**src/rtl/abs_rr_sched.sv**
```systemverilog
// Round-robin front end for the shared |re + j*im| pipeline: arbitrates N_CH requesters
// with a burst limit, drives the datapath and re-tags each returning magnitude with its channel.
module abs_rr_sched #(
    parameter int N_CH  = 4,
    parameter int LAT   = 3,
    parameter int BURST = 4
) (
    input  logic                        clk,
    input  logic                        rst_n,
    input  logic                        en_i,
    input  logic [N_CH-1:0]             req_val_i,
    input  logic [8*N_CH-1:0]           req_real_i,
    input  logic [8*N_CH-1:0]           req_imag_i,
    output logic [N_CH-1:0]             req_rdy_o,
    output logic                        dp_val_o,
    output logic [7:0]                  dp_real_o,
    output logic [7:0]                  dp_imag_o,
    input  logic                        dp_val_i,
    input  logic [7:0]                  dp_abs_i,
    output logic                        out_val_o,
    output logic [7:0]                  out_abs_o,
    output logic [((N_CH > 1) ? $clog2(N_CH) : 1)-1:0] out_ch_o,
    output logic                        busy_o,
    output logic                        err_o
);

    localparam int CH_W = (N_CH > 1) ? $clog2(N_CH) : 1;
    localparam int BC_W = (BURST > 1) ? $clog2(BURST) : 1;
    localparam logic [BC_W-1:0] BC_MAX = BC_W'(BURST - 1);

    typedef enum logic {IDLE, OWN} state_t;

    state_t            state;
    logic [CH_W-1:0]   own_ch;
    logic [CH_W-1:0]   last;
    logic [BC_W-1:0]   bcnt;

    logic              others_req;
    logic              keep_owner;
    logic              sel_ok;
    logic [CH_W-1:0]   sel_ch;
    logic              grant;
    logic [7:0]        sel_real;
    logic [7:0]        sel_imag;

    logic [CH_W-1:0]   dp_ch;
    logic [LAT-1:0]    tag_v;
    logic [CH_W-1:0]   tag_ch [LAT];

    function automatic logic [CH_W-1:0] wrap_ch(input int v);
        return CH_W'(v % N_CH);
    endfunction

    always_comb begin
        others_req = 1'b0;
        for (int k = 0; k < N_CH; k++) begin
            if (CH_W'(k) != own_ch && req_val_i[k]) others_req = 1'b1;
        end
        keep_owner = (state == OWN) && req_val_i[own_ch] && ((bcnt < BC_MAX) || !others_req);

        sel_ok = 1'b0;
        sel_ch = '0;
        if (keep_owner) begin
            sel_ok = 1'b1;
            sel_ch = own_ch;
        end else begin
            // walk from farthest to nearest so the channel right after last wins
            for (int i = N_CH; i >= 1; i--) begin
                if (req_val_i[wrap_ch(int'(last) + i)]) begin
                    sel_ok = 1'b1;
                    sel_ch = wrap_ch(int'(last) + i);
                end
            end
        end

        sel_real = '0;
        sel_imag = '0;
        for (int k = 0; k < N_CH; k++) begin
            if (CH_W'(k) == sel_ch) begin
                sel_real = req_real_i[8*k +: 8];
                sel_imag = req_imag_i[8*k +: 8];
            end
        end
    end

    // ready is forced low while reset is held so nothing can transfer into a resetting block
    assign grant     = rst_n && en_i && sel_ok;
    assign req_rdy_o = grant ? ({{(N_CH-1){1'b0}}, 1'b1} << sel_ch) : '0;
    assign busy_o    = dp_val_o | (|tag_v);

    always_ff @(posedge clk or negedge rst_n) begin
        if (!rst_n) begin
            state  <= IDLE;
            own_ch <= '0;
            last   <= CH_W'(N_CH - 1);
            bcnt   <= '0;
        end else if (grant) begin
            last  <= sel_ch;
            state <= OWN;
            if (state == OWN && sel_ch == own_ch) begin
                if (bcnt != BC_MAX) bcnt <= bcnt + 1'b1;
            end else begin
                own_ch <= sel_ch;
                bcnt   <= '0;
            end
        end else begin
            state <= IDLE;
        end
    end

    always_ff @(posedge clk or negedge rst_n) begin
        if (!rst_n) begin
            dp_val_o  <= 1'b0;
            dp_real_o <= '0;
            dp_imag_o <= '0;
            dp_ch     <= '0;
        end else begin
            dp_val_o <= grant;
            if (grant) begin
                dp_real_o <= sel_real;
                dp_imag_o <= sel_imag;
                dp_ch     <= sel_ch;
            end
        end
    end

    // tag stage k lines up with the datapath's k+1'th internal cycle; the last one meets dp_val_i
    always_ff @(posedge clk or negedge rst_n) begin
        if (!rst_n) begin
            tag_v <= '0;
            for (int k = 0; k < LAT; k++) tag_ch[k] <= '0;
        end else begin
            tag_v[0]  <= dp_val_o;
            tag_ch[0] <= dp_ch;
            for (int k = 1; k < LAT; k++) begin
                tag_v[k]  <= tag_v[k-1];
                tag_ch[k] <= tag_ch[k-1];
            end
        end
    end

    always_ff @(posedge clk or negedge rst_n) begin
        if (!rst_n) begin
            out_val_o <= 1'b0;
            out_abs_o <= '0;
            out_ch_o  <= '0;
            err_o     <= 1'b0;
        end else begin
            out_val_o <= dp_val_i;
            if (dp_val_i) begin
                out_abs_o <= dp_abs_i;
                out_ch_o  <= tag_ch[LAT-1];
            end
            if (dp_val_i != tag_v[LAT-1]) err_o <= 1'b1;
        end
    end

endmodule

```
**config.mk**
```make
export PLATFORM = sky130hd
export DESIGN_NAME = abs_rr_sched
export DESIGN_NICKNAME = d
export VERILOG_FILES = /design/src/rtl/abs_rr_sched.sv
export SDC_FILE = /design/constraint.sdc
export NUM_CORES = 1
export LEC_CHECK = 0
export ABC_AREA = 0
export BUFFER_PORTS_ARGS = -buffer_cell sky130_fd_sc_hd__buf_4
export CORE_UTILIZATION = 42
export CTS_CLUSTER_DIAMETER = 60
export CTS_CLUSTER_SIZE = 28
export DETAILED_ROUTE_END_ITERATION = 10
export GPL_ROUTABILITY_DRIVEN = 0
export PLACE_DENSITY = 0.85
export RECOVER_POWER = 25
export SYNTH_ARGS = -nofsm -noshare
export SYNTH_HDL_FRONTEND = slang
export SYNTH_SLANG_ARGS = --single-unit
```
**constraint.sdc**
```tcl
create_clock -name clk -period 2.5 [get_ports clk]
set_input_delay 0.25 -clock clk [delete_from_list [all_inputs] [get_ports clk]]
set_output_delay 0.25 -clock clk [all_outputs]
set_load 0.05 [all_outputs]
```
==> out/metrics.csv <==
stage,metric,value,unit
sta,Final Cycle Share,102,%
run_status,status,"complete, but fails checks",
power,Lkg Pwr,1.71,nW
cells_and_area,Seq. cell area,1150,um^2
routing,TritonRoute pass-1 iters,4,
clock_tree,CTS Hold Bufs,0,
floorplan,die width,77.8,um
cells_and_area,cell area after layout,3690,um^2
cells_and_area,fill cell count,435,
place,Port Buffers,113,
routing,Avg WL per Cell,14.9,um
floorplan,io pins,114,
floorplan,Initial Util,43.8,%
synthesis,"flops & latches, synth",46,
synthesis,synth unique cells,45,
cells_and_area,Nets,400,
place,post-DP HPWL,4110,um
synthesis,syn_nets,271,
global_route,antenna violations before repair,0,
sta,Clock Skew,0.00463,ns
sta,Sum Neg Setup Slack,-0.146,ns
critical_path,R2R Setup Slk,0.08,ns
power,PD cells,917,nW/um^2
clock_tree,CTS tree,built,
power,Max rail drop VDD,0.617,mV
routing,"antenna viol nets, final",0,
cells_and_area,share of layout cells above drive strength 1,61.9,%
cells_and_area,"Core Util, Final",67.0,%
cells_and_area,Layout area overhead,52.9,%
critical_path,CP Class,reg2out,
routing,DRC violations left,0,
critical_path,cells on worst reg2reg path,8,
worst_hold_path,HP Start,dp_abs_i[1],
place,post-placement cell area,3370,um^2
critical_path,worst reg2reg startpoint,own_ch[0],
global_route,gr ovfl total,0,
sta,Setup-failing EPs final,3,
sta,post-route setup slack,-0.0584,ns
critical_path,RR Endpoint,dp_real_o[3],
synthesis,synth warn,0,
global_route,global-route wire length before repair,9090,um
cells_and_area,fin cells,392,
synthesis,part of the Yosys area used for sequential elements,47.8,%
place,placed insts,375,
clock_tree,clk_lat worst skew,0.29,ns
clock_tree,CTS max path bufs,2,
synthesis,Synth Flop Type,dfrtp_1,
global_route,largest net degree at the start of global routing,47,
floorplan,Die H,77.8,um
global_route,vias in the first global route,2042,
critical_path,Worst EP arrival,2.31,ns
sta,"Slew Viols, Final",0,
worst_hold_path,Hold Path Class,in2reg,
floorplan,std cell rows,27,
sta,Worst slew margin,27.8,%
sta,RSZ-0062 raised after global routing,yes,
worst_hold_path,WHS Path Cells,2,
routing,final wirelength,5840,um
clock_tree,clock-pin slew on the worst setup and hold paths,0.09,ns
power,Total Power,3.38,mW
global_route,GRT Resource Usage Total,19.1,%
routing,initial drt markers,105,
synthesis,Post-synth EDFFs,0,
floorplan,Core ar.,5510,um^2
clock_tree,htree depth,2,
synthesis,fraction of registers with async set/reset,100,%
critical_path,crit-path max FO,5,
synthesis,Mapped Area,2410,um^2
job,max cap viols,0,
critical_path,Critical Path RT,2.25,ns
sta,Fin. Hold Viols,0,
worst_hold_path,end of the worst hold path,out_abs_o[1],
sta,final critical-path required period,2.56,ns
critical_path,CP Capture Type,primary output,
run_status,failing checks,setup timing,
synthesis,Gate Count Post-Synth,190,
routing,DR vias/cell,5.11,
clock_tree,clock buffer count from CTS,5,
routing,DR vias,2004,
cells_and_area,Antenna diodes,0,
critical_path,CP Launch Type,flop,
sta,Worst-Margin Slew,1.08,ns
floorplan,die footprint,6050,um^2
sta,Max Freq,0.391,GHz
cells_and_area,multi-input logic area,1290,um^2
clock_tree,Root Driver,clkbuf_8,
synthesis,"Avg Cell Area, Syn",12.7,um^2
clock_tree,clock tree sinks,46,
## state kept, by name, summed over array words and instances, names as in the netlist
name	count
bcnt	2
dp_ch	2
dp_imag_o	8
dp_real_o	8
dp_val_o	1
err_o	1
last	2
out_abs_o	8
out_ch_o	2
out_val_o	1
own_ch	2
tag_ch	6
tag_v	3
## metrics by stage
| step | worst slack (ns) | hold slack [ns] |
|---|---|---|
| floorplan | 0.00632 | -0.0456 |
| global placement | 0.125 | 0.333 |
| detailed placement | 0.0968 | 0.336 |
| CTS | -0.0896 | 0.0525 |
| global route | -0.183 | 0.174 |
| finish | -0.0584 | 0.186 |
## synthesized netlist by cell type (2+ instances only)
library cell	instances	area [um^2]
dfrtp_1	44	1100
nor2b_1	2	12.5
nor2_1	3	11.3
buf_12	2	40.0
inv_1	3	11.3
buf_6	4	45.0
nand2_1	20	75.1
or4_1	2	15.0
o21ai_1	3	15.0
nand2b_1	5	31.3
mux2_2	10	113
o21ai_0	2	10.0
mux2_1	2	22.5
and3_1	2	12.5
dfstp_2	2	52.6
a21oi_1	3	15.0
o221ai_2	16	240
mux2i_1	36	360
clkbuf_1	3	11.3
## area by class of cell
cell class / instances / area share [%]
repair buffers: 133 / 28.4
clock inverters: 3 / 0.678
flip-flops and latches: 46 / 31.3
clock buffers: 5 / 1.87
inverters: 4 / 0.407
multi-input cells: 129 / 34.9
well taps: 72 / 2.44
## where the power goes
| part | switching, mW | leakage, nW | internal, mW | total [mW] |
|---|---|---|---|---|
| Sequential | 0.131 | 0.552 | 0.948 | 1.08 |
| Combinational | 1.04 | 1.11 | 0.806 | 1.85 |
| Clock | 0.256 | 0.0447 | 0.202 | 0.458 |
| Total | 1.43 | 1.71 | 1.96 | 3.38 |
## cell families (layout without fill, tap and decap cells)
group | Yosys count | after routing | synth area share (%)
multiplexers | 49 | 49 | 21.5
AND/OR/NAND/NOR | 42 | 42 | 8.92
XOR/XNOR | 1 | 1 | 0.363
AO/OA/AOI/OAI | 36 | 36 | 15.8
adder cells (fa/ha/maj) | 1 | 1 | 0.518
flip-flops | 46 | 46 | 47.8
buffers and inverters | 15 | 145 | 5.13
## metal layers
metal,global-route usage (%),vias to the layer above,wire length [um]
li1,-,969,-
met1,22.2,956,2490
met2,34.6,77,2980
met3,5.18,2,364
met4,4.34,0,15
met5,0,-,0
## worst max-delay path, stage by stage (launching register included)
cell,delay (ns)
dfrtp_2,0.44
or4b_4,0.50
a31oi_4,0.23
o211ai_4,0.14
mux2i_4,0.27
buf_6,0.15
nor2b_4,0.13
buf_6,0.16
## layout by cell type, fill, tap and decap left out, drive strengths merged, types with 3 or more instances in the layout
cell    netlist  final
a21oi         3      3
mux2         12     12
nand2        21     21
nor2          3      3
clkbuf        3      8
buf           8    130
nand2b        5      5
o221ai       16     16
mux2i        36     36
o21ai         5      5
inv           4      5
dfrtp        44     44
## worst max path at each step
stage / start / end / slack, ns / cells past startpoint
after floorplan: own_ch[1] / req_rdy_o[1] / 0.006 / 8
after CTS: own_ch[1] / req_rdy_o[0] / -0.09 / 7
after global placement: req_val_i[2] / req_rdy_o[2] / 0.13 / 8
final: own_ch[0] / req_rdy_o[2] / -0.06 / 7
after detailed placement: req_val_i[2] / dp_imag_o[1] / 0.1 / 8
after global routing: own_ch[0] / req_rdy_o[1] / -0.18 / 8
## timing repair
action / CTS / global route
gates cloned: 1 / 0
buffers inserted: 6 / 3
pin swaps: 1 / 3
setup endpoints to repair: 4 / 19
gates resized for setup: 7 / 31
No activity file was read; power rests on OpenSTA's default activity.
